## src/rtl/aux_perf_counter_bank_pkg.sv

```systemverilog
// Shared auxiliary constants for the performance counter bank.
// Covers readout-source encodings, counter mode encodings and the channel limit.
package aux_perf_counter_bank_pkg;

  localparam logic RD_LIVE   = 1'b0;
  localparam logic RD_SHADOW = 1'b1;

  localparam int MODE_WRAP = 0;
  localparam int MODE_SAT  = 1;

  localparam int MAX_CH = 16;

endpackage

```

## src/rtl/aux_perf_counter_ch.sv

```systemverilog
// One counter channel: live event counter, snapshot shadow and sticky overflow flag.
module aux_perf_counter_ch
  import aux_perf_counter_bank_pkg::*;
#(
  parameter int CntBit   = 32,
  parameter int Saturate = MODE_WRAP
) (
  input  logic              clk,
  input  logic              rst,
  input  logic              inc,
  input  logic              clr,
  input  logic              snap,
  output logic [CntBit-1:0] live,
  output logic [CntBit-1:0] shadow,
  output logic              ovf
);

  localparam logic [CntBit-1:0] CntMax = '1;

  // Shadow samples the pre-edge live value, so snap sees neither this edge's
  // increment nor this edge's clear.
  always_ff @(posedge clk) begin
    if (rst) begin
      live   <= '0;
      shadow <= '0;
      ovf    <= 1'b0;
    end else begin
      if (snap) begin
        shadow <= live;
      end
      if (clr) begin
        live <= '0;
        ovf  <= 1'b0;
      end else if (inc) begin
        if (live == CntMax) begin
          ovf  <= 1'b1;
          live <= (Saturate == MODE_SAT) ? CntMax : '0;
        end else begin
          live <= live + 1'b1;
        end
      end
    end
  end

endmodule

```

## src/rtl/aux_perf_counter_bank.sv

```systemverilog
// Bank of independent event counters with snapshot shadows and a registered
// readout port selecting one channel from either the live or shadow bank.
module aux_perf_counter_bank
  import aux_perf_counter_bank_pkg::*;
#(
  parameter int NumCh    = 4,
  parameter int CntBit   = 32,
  parameter int Saturate = MODE_WRAP,
  parameter int SelBit   = 4
) (
  input  logic              clk,
  input  logic              rst,
  input  logic              en,
  input  logic [NumCh-1:0]  ev,
  input  logic              clr,
  input  logic              snap,
  input  logic [SelBit-1:0] sel,
  input  logic              rd_shadow,
  output logic [CntBit-1:0] rd_data,
  output logic [NumCh-1:0]  ovf
);

  logic [CntBit-1:0] live_q   [NumCh];
  logic [CntBit-1:0] shadow_q [NumCh];
  logic [CntBit-1:0] rd_next;

  for (genvar i = 0; i < NumCh; i++) begin : g_ch
    aux_perf_counter_ch #(
      .CntBit   (CntBit),
      .Saturate (Saturate)
    ) u_ch (
      .clk    (clk),
      .rst    (rst),
      .inc    (en & ev[i]),
      .clr    (clr),
      .snap   (snap),
      .live   (live_q[i]),
      .shadow (shadow_q[i]),
      .ovf    (ovf[i])
    );
  end

  // Out-of-range selects match no channel and read back as zero.
  always_comb begin
    rd_next = '0;
    for (int i = 0; i < NumCh; i++) begin
      if (sel == SelBit'(i)) begin
        rd_next = (rd_shadow == RD_SHADOW) ? shadow_q[i] : live_q[i];
      end
    end
  end

  always_ff @(posedge clk) begin
    if (rst) begin
      rd_data <= '0;
    end else begin
      rd_data <= rd_next;
    end
  end

endmodule
```

## config.mk

```make
export PLATFORM = sky130hd
export DESIGN_NAME = aux_perf_counter_bank
export DESIGN_NICKNAME = d
export VERILOG_FILES = /design/src/rtl/aux_perf_counter_bank_pkg.sv /design/src/rtl/aux_perf_counter_ch.sv /design/src/rtl/aux_perf_counter_bank.sv
export SDC_FILE = /design/constraint.sdc
export NUM_CORES = 1
export LEC_CHECK = 0
export ABC_AREA = 1
export CORE_MARGIN = 3
export CORE_UTILIZATION = 50
export CTS_CLUSTER_DIAMETER = 30
export DETAILED_ROUTE_END_ITERATION = 10
export HOLD_SLACK_MARGIN = 0.12
export PLACE_DENSITY = 0.76
export SLEW_MARGIN = 30
export SYNTH_ARGS = -nofsm -noshare
export SYNTH_HDL_FRONTEND = slang
export SYNTH_SLANG_ARGS = --single-unit
export TNS_END_PERCENT = 100
```

## constraint.sdc

```tcl
create_clock -name clk -period 3.1 [get_ports clk]
set_clock_uncertainty 0.15 [all_clocks]
set_input_delay 0.465 -clock clk [delete_from_list [all_inputs] [get_ports clk]]
set_output_delay 0.465 -clock clk [all_outputs]
set_load 0.01 [all_outputs]
```

==> flow_summary_export.csv <==
group,metric,value,unit
global_route,grt-ovfl-total,0,
hold_path,hp-class,"in2reg",
placement,gp_congestion,0.934,
synth,yosys_warnings,0,
synth,yosys.area.top_type,"dfxtp_1",
routing,wl_per_cell,16.3,µm
floorplanning,fp.dieH,174,µm
worst_setup_path,cpLargestDelayFamily,"buffers and inverters",
clock_network,numCtsBuffers,70,
routing,ant_nets,0,
worst_setup_path,worstSetupPathType,"reg2out",
sta,fmax,457,MHz
global_route,grt_pass1_vias,13500,
floorplanning,core_area,27400,µm²
power,vdd.ir_drop.worst,0.000419,V
worst_setup_path,crit_buf_inv,1,
floorplanning,initial_utilization,0.517,
sta,maxSlewViolCount,0,
synth,syn_avg_cell_area,6.58,µm²
floorplanning,rows,60,
worst_setup_path,worstPathArrival,1570,ps
layout,fin_cells,2622,
clock_network,cts_setup_buffers,0,
worst_setup_path,end_kind,"output port",
worst_setup_path,cp-startpoint,"g_ch[3].u_ch.ovf",
placement,io_buffer_count,49,
clock_network,clock-sinks,292,
worst_setup_path,timing.rr.start,"g_ch[3].u_ch.live[0]",
worst_setup_path,slowest_delay,620,ps
synth,synth_top_cell_area_share,0.413,
sta,grt_setup_unrepaired,"false",
clock_network,clk_path_buf_depth,3,
routing,via_per_inst,5.49,
floorplanning,pin_count,50,
worst_setup_path,path_cells,"clkdlybuf4s50_1",
clock_network,clk_pin_slew,40,ps
sta,relSlewSlack,0.517,
synth,ys_seq_elements,292,
global_route,grt_pass1_wl,68.8,mm
outcome,outcome,"finished, final reports clean",
layout,area_delta_synth_final,23.4,%
sta,fin_crit_sh,0.706,
routing,vias,14400,
floorplanning,dieWidth,174,µm
routing,drc_errors,0,
clock_network,cts_root_buffer,"clkbuf_16",
clock_network,cts_tree,"done",
routing,dr.first_iter.drc_count,1621,
synth,synthDistinctLibCells,29,
placement,hpwl,29.8,mm
global_route,grt_max_degree,194,
hold_path,hold_start,"snap",
global_route,antenna_found_initial,0,
layout,final_cell_area,17500,µm²
floorplanning,die_area,30400,µm²
sta,worst_slack,911,ps
synth,syn-instance-count,2152,
clock_network,cts.htree.levels,3,
job,max-cap-violations,0,
layout,num-nets-final,2212,
sta,fin_crit,2190,ps
worst_setup_path,critPathRequiredTime,2480,ps
worst_setup_path,critPathSlowestCell,"clkdlybuf4s50_1",
clock_network,insertion_delay,550,ps
synth,synth_fp_nets,2170,
placement,place_area,15000,µm²
power,p_leak,6.16,nW
synth,syn_area,14200,µm²
sta,tns,0,ps
routing,wl,42.7,mm
sta,report.final.hold_viol_count,0,
placement,place_ws,534,ps
sta,tightest_slew,724,ps
sta,finalSetupViolations,0,
routing,dr.pass1.iters,6,
clock_network,cts_resized,0,
synth,ys_seq_area_frac,0.413,
placement,dp.cells,2494,
layout,diodes,0,
worst_setup_path,path_max_fanout,2,
clock_network,hold_buffers,0,
power,pwr_density_cell,686,nW/µm²
layout,drive_above_1_share,0.0778,
synth,netlist_top_cells_area,"dfxtp_1 41%, nand2_1 15%, o21ai_0 8.5%",
layout,finalCoreUtilization,0.638,
worst_setup_path,worstSetupStartpointType,"register",
global_route,grtUsageTotal,0.276,
## cells by family (layout without fill, tap and decap cells)
| family | after synthesis | count (layout) | share of synthesized area |
|---|---|---|---|
| fa+ha+maj | 4 | 4 | 0.00353 |
| compound gates | 485 | 485 | 0.181 |
| xor+xnor | 52 | 52 | 0.0322 |
| simple gates | 992 | 992 | 0.281 |
| flops | 292 | 292 | 0.413 |
| buf+inv | 327 | 425 | 0.0895 |
## area by class of cell
| type | instances | area (µm²) |
|---|---|---|
| well taps | 372 | 465 |
| inverters | 228 | 856 |
| flip-flops and latches | 292 | 5850 |
| fillers | 2395 | 9930 |
| repair buffers | 69 | 739 |
| clock inverters | 42 | 534 |
| multi-input cells | 1533 | 7060 |
| clock buffers | 86 | 1970 |
## worst paths after layout
path | endpoint | slack [ps] | cells after the start
max | ovf[3] | 910 | 1
min | g_ch[1].u_ch.shadow[23] | 250 | 2
max reg2reg | g_ch[3].u_ch.live[23] | 1040 | 8
min reg2reg | g_ch[2].u_ch.ovf | 300 | 2
## layout by cell type (no fill, tap or decap), types with 2 or more instances in the layout
| master | instances |
|---|---|
| xor2_1 | 51 |
| clkdlybuf4s50_1 | 47 |
| clkinv_2 | 13 |
| clkinv_4 | 4 |
| nor3_2 | 2 |
| a31oi_1 | 31 |
| o211ai_1 | 32 |
| a22oi_1 | 5 |
| nand3b_1 | 4 |
| o21ai_1 | 2 |
| nand2_2 | 7 |
| nor2_2 | 14 |
| o21ai_0 | 240 |
| inv_1 | 223 |
| clkbuf_8 | 9 |
| ha_1 | 4 |
| inv_2 | 5 |
| nor2_1 | 270 |
| buf_12 | 8 |
| buf_4 | 13 |
| and3_1 | 2 |
| nand4_1 | 17 |
| dfxtp_1 | 292 |
| nand2_1 | 568 |
| clkinv_8 | 2 |
| clkinvlp_4 | 10 |
| clkbuf_1 | 4 |
| nand3_1 | 85 |
| bufinv_16 | 10 |
| inv_6 | 3 |
| nor3_1 | 20 |
| a21oi_1 | 174 |
| clkbuf_16 | 73 |
## state kept, by name, indices dropped and copies added (netlist names)
signal	flops
g_ch.u_ch.live	128
g_ch.u_ch.ovf	4
rd_data	32
g_ch.u_ch.shadow	128
## synth_stat cells
cell type  count
buf_2         11
nand4_1       17
a22oi_1        5
a31oi_1       31
nand3b_1       4
nor3b_1        1
dfxtp_1      292
buf_4          7
inv_2          4
o21ai_1        2
nor2_1       272
inv_1        224
ha_1           4
nand3_1       85
nor3_1        22
clkbuf_1      78
a21boi_0       1
buf_1          3
o211ai_1      32
xnor2_1        1
nor2_2        12
a21oi_1      174
nor2_4         1
and2_1         1
nand2_1      568
nand2_2        7
xor2_1        51
o21ai_0      240
and3_1         2
## metrics by stage
step | hold WS, ps | power (mW)
after CTS | 238 | 12.0
after global routing | 278 | 12.3
after floorplan | 280 | 4.25
after detailed placement | 295 | 4.39
final | 254 | 12.0
after global placement | 294 | 4.37
## where the power goes
group          switching [mW]  internal [mW]  leakage, nW
logic                   0.301          0.134         2.58
registers              0.0441           3.86         2.38
clock network            2.31           5.33         1.21
total                    2.66           9.32         6.16
## layer usage
| metal | vias up | GRT usage | wire length, µm |
|---|---|---|---|
| met1 | 6709 | 0.373 | 18900 |
| met4 | 0 | 0.117 | 1730 |
| li1 | 7043 | - | - |
| met5 | - | 0 | 0 |
| met2 | 530 | 0.439 | 19300 |
| met3 | 102 | 0.0417 | 2850 |
## worst reg2reg max path, delay by kind of cell, from the launching register on
family / cells / cell delay, ps
and+or+nand+nor: 7 / 1180
adders and majority gates: 1 / 200
DFF: 1 / 420
Power figures use the tool's default switching activity.
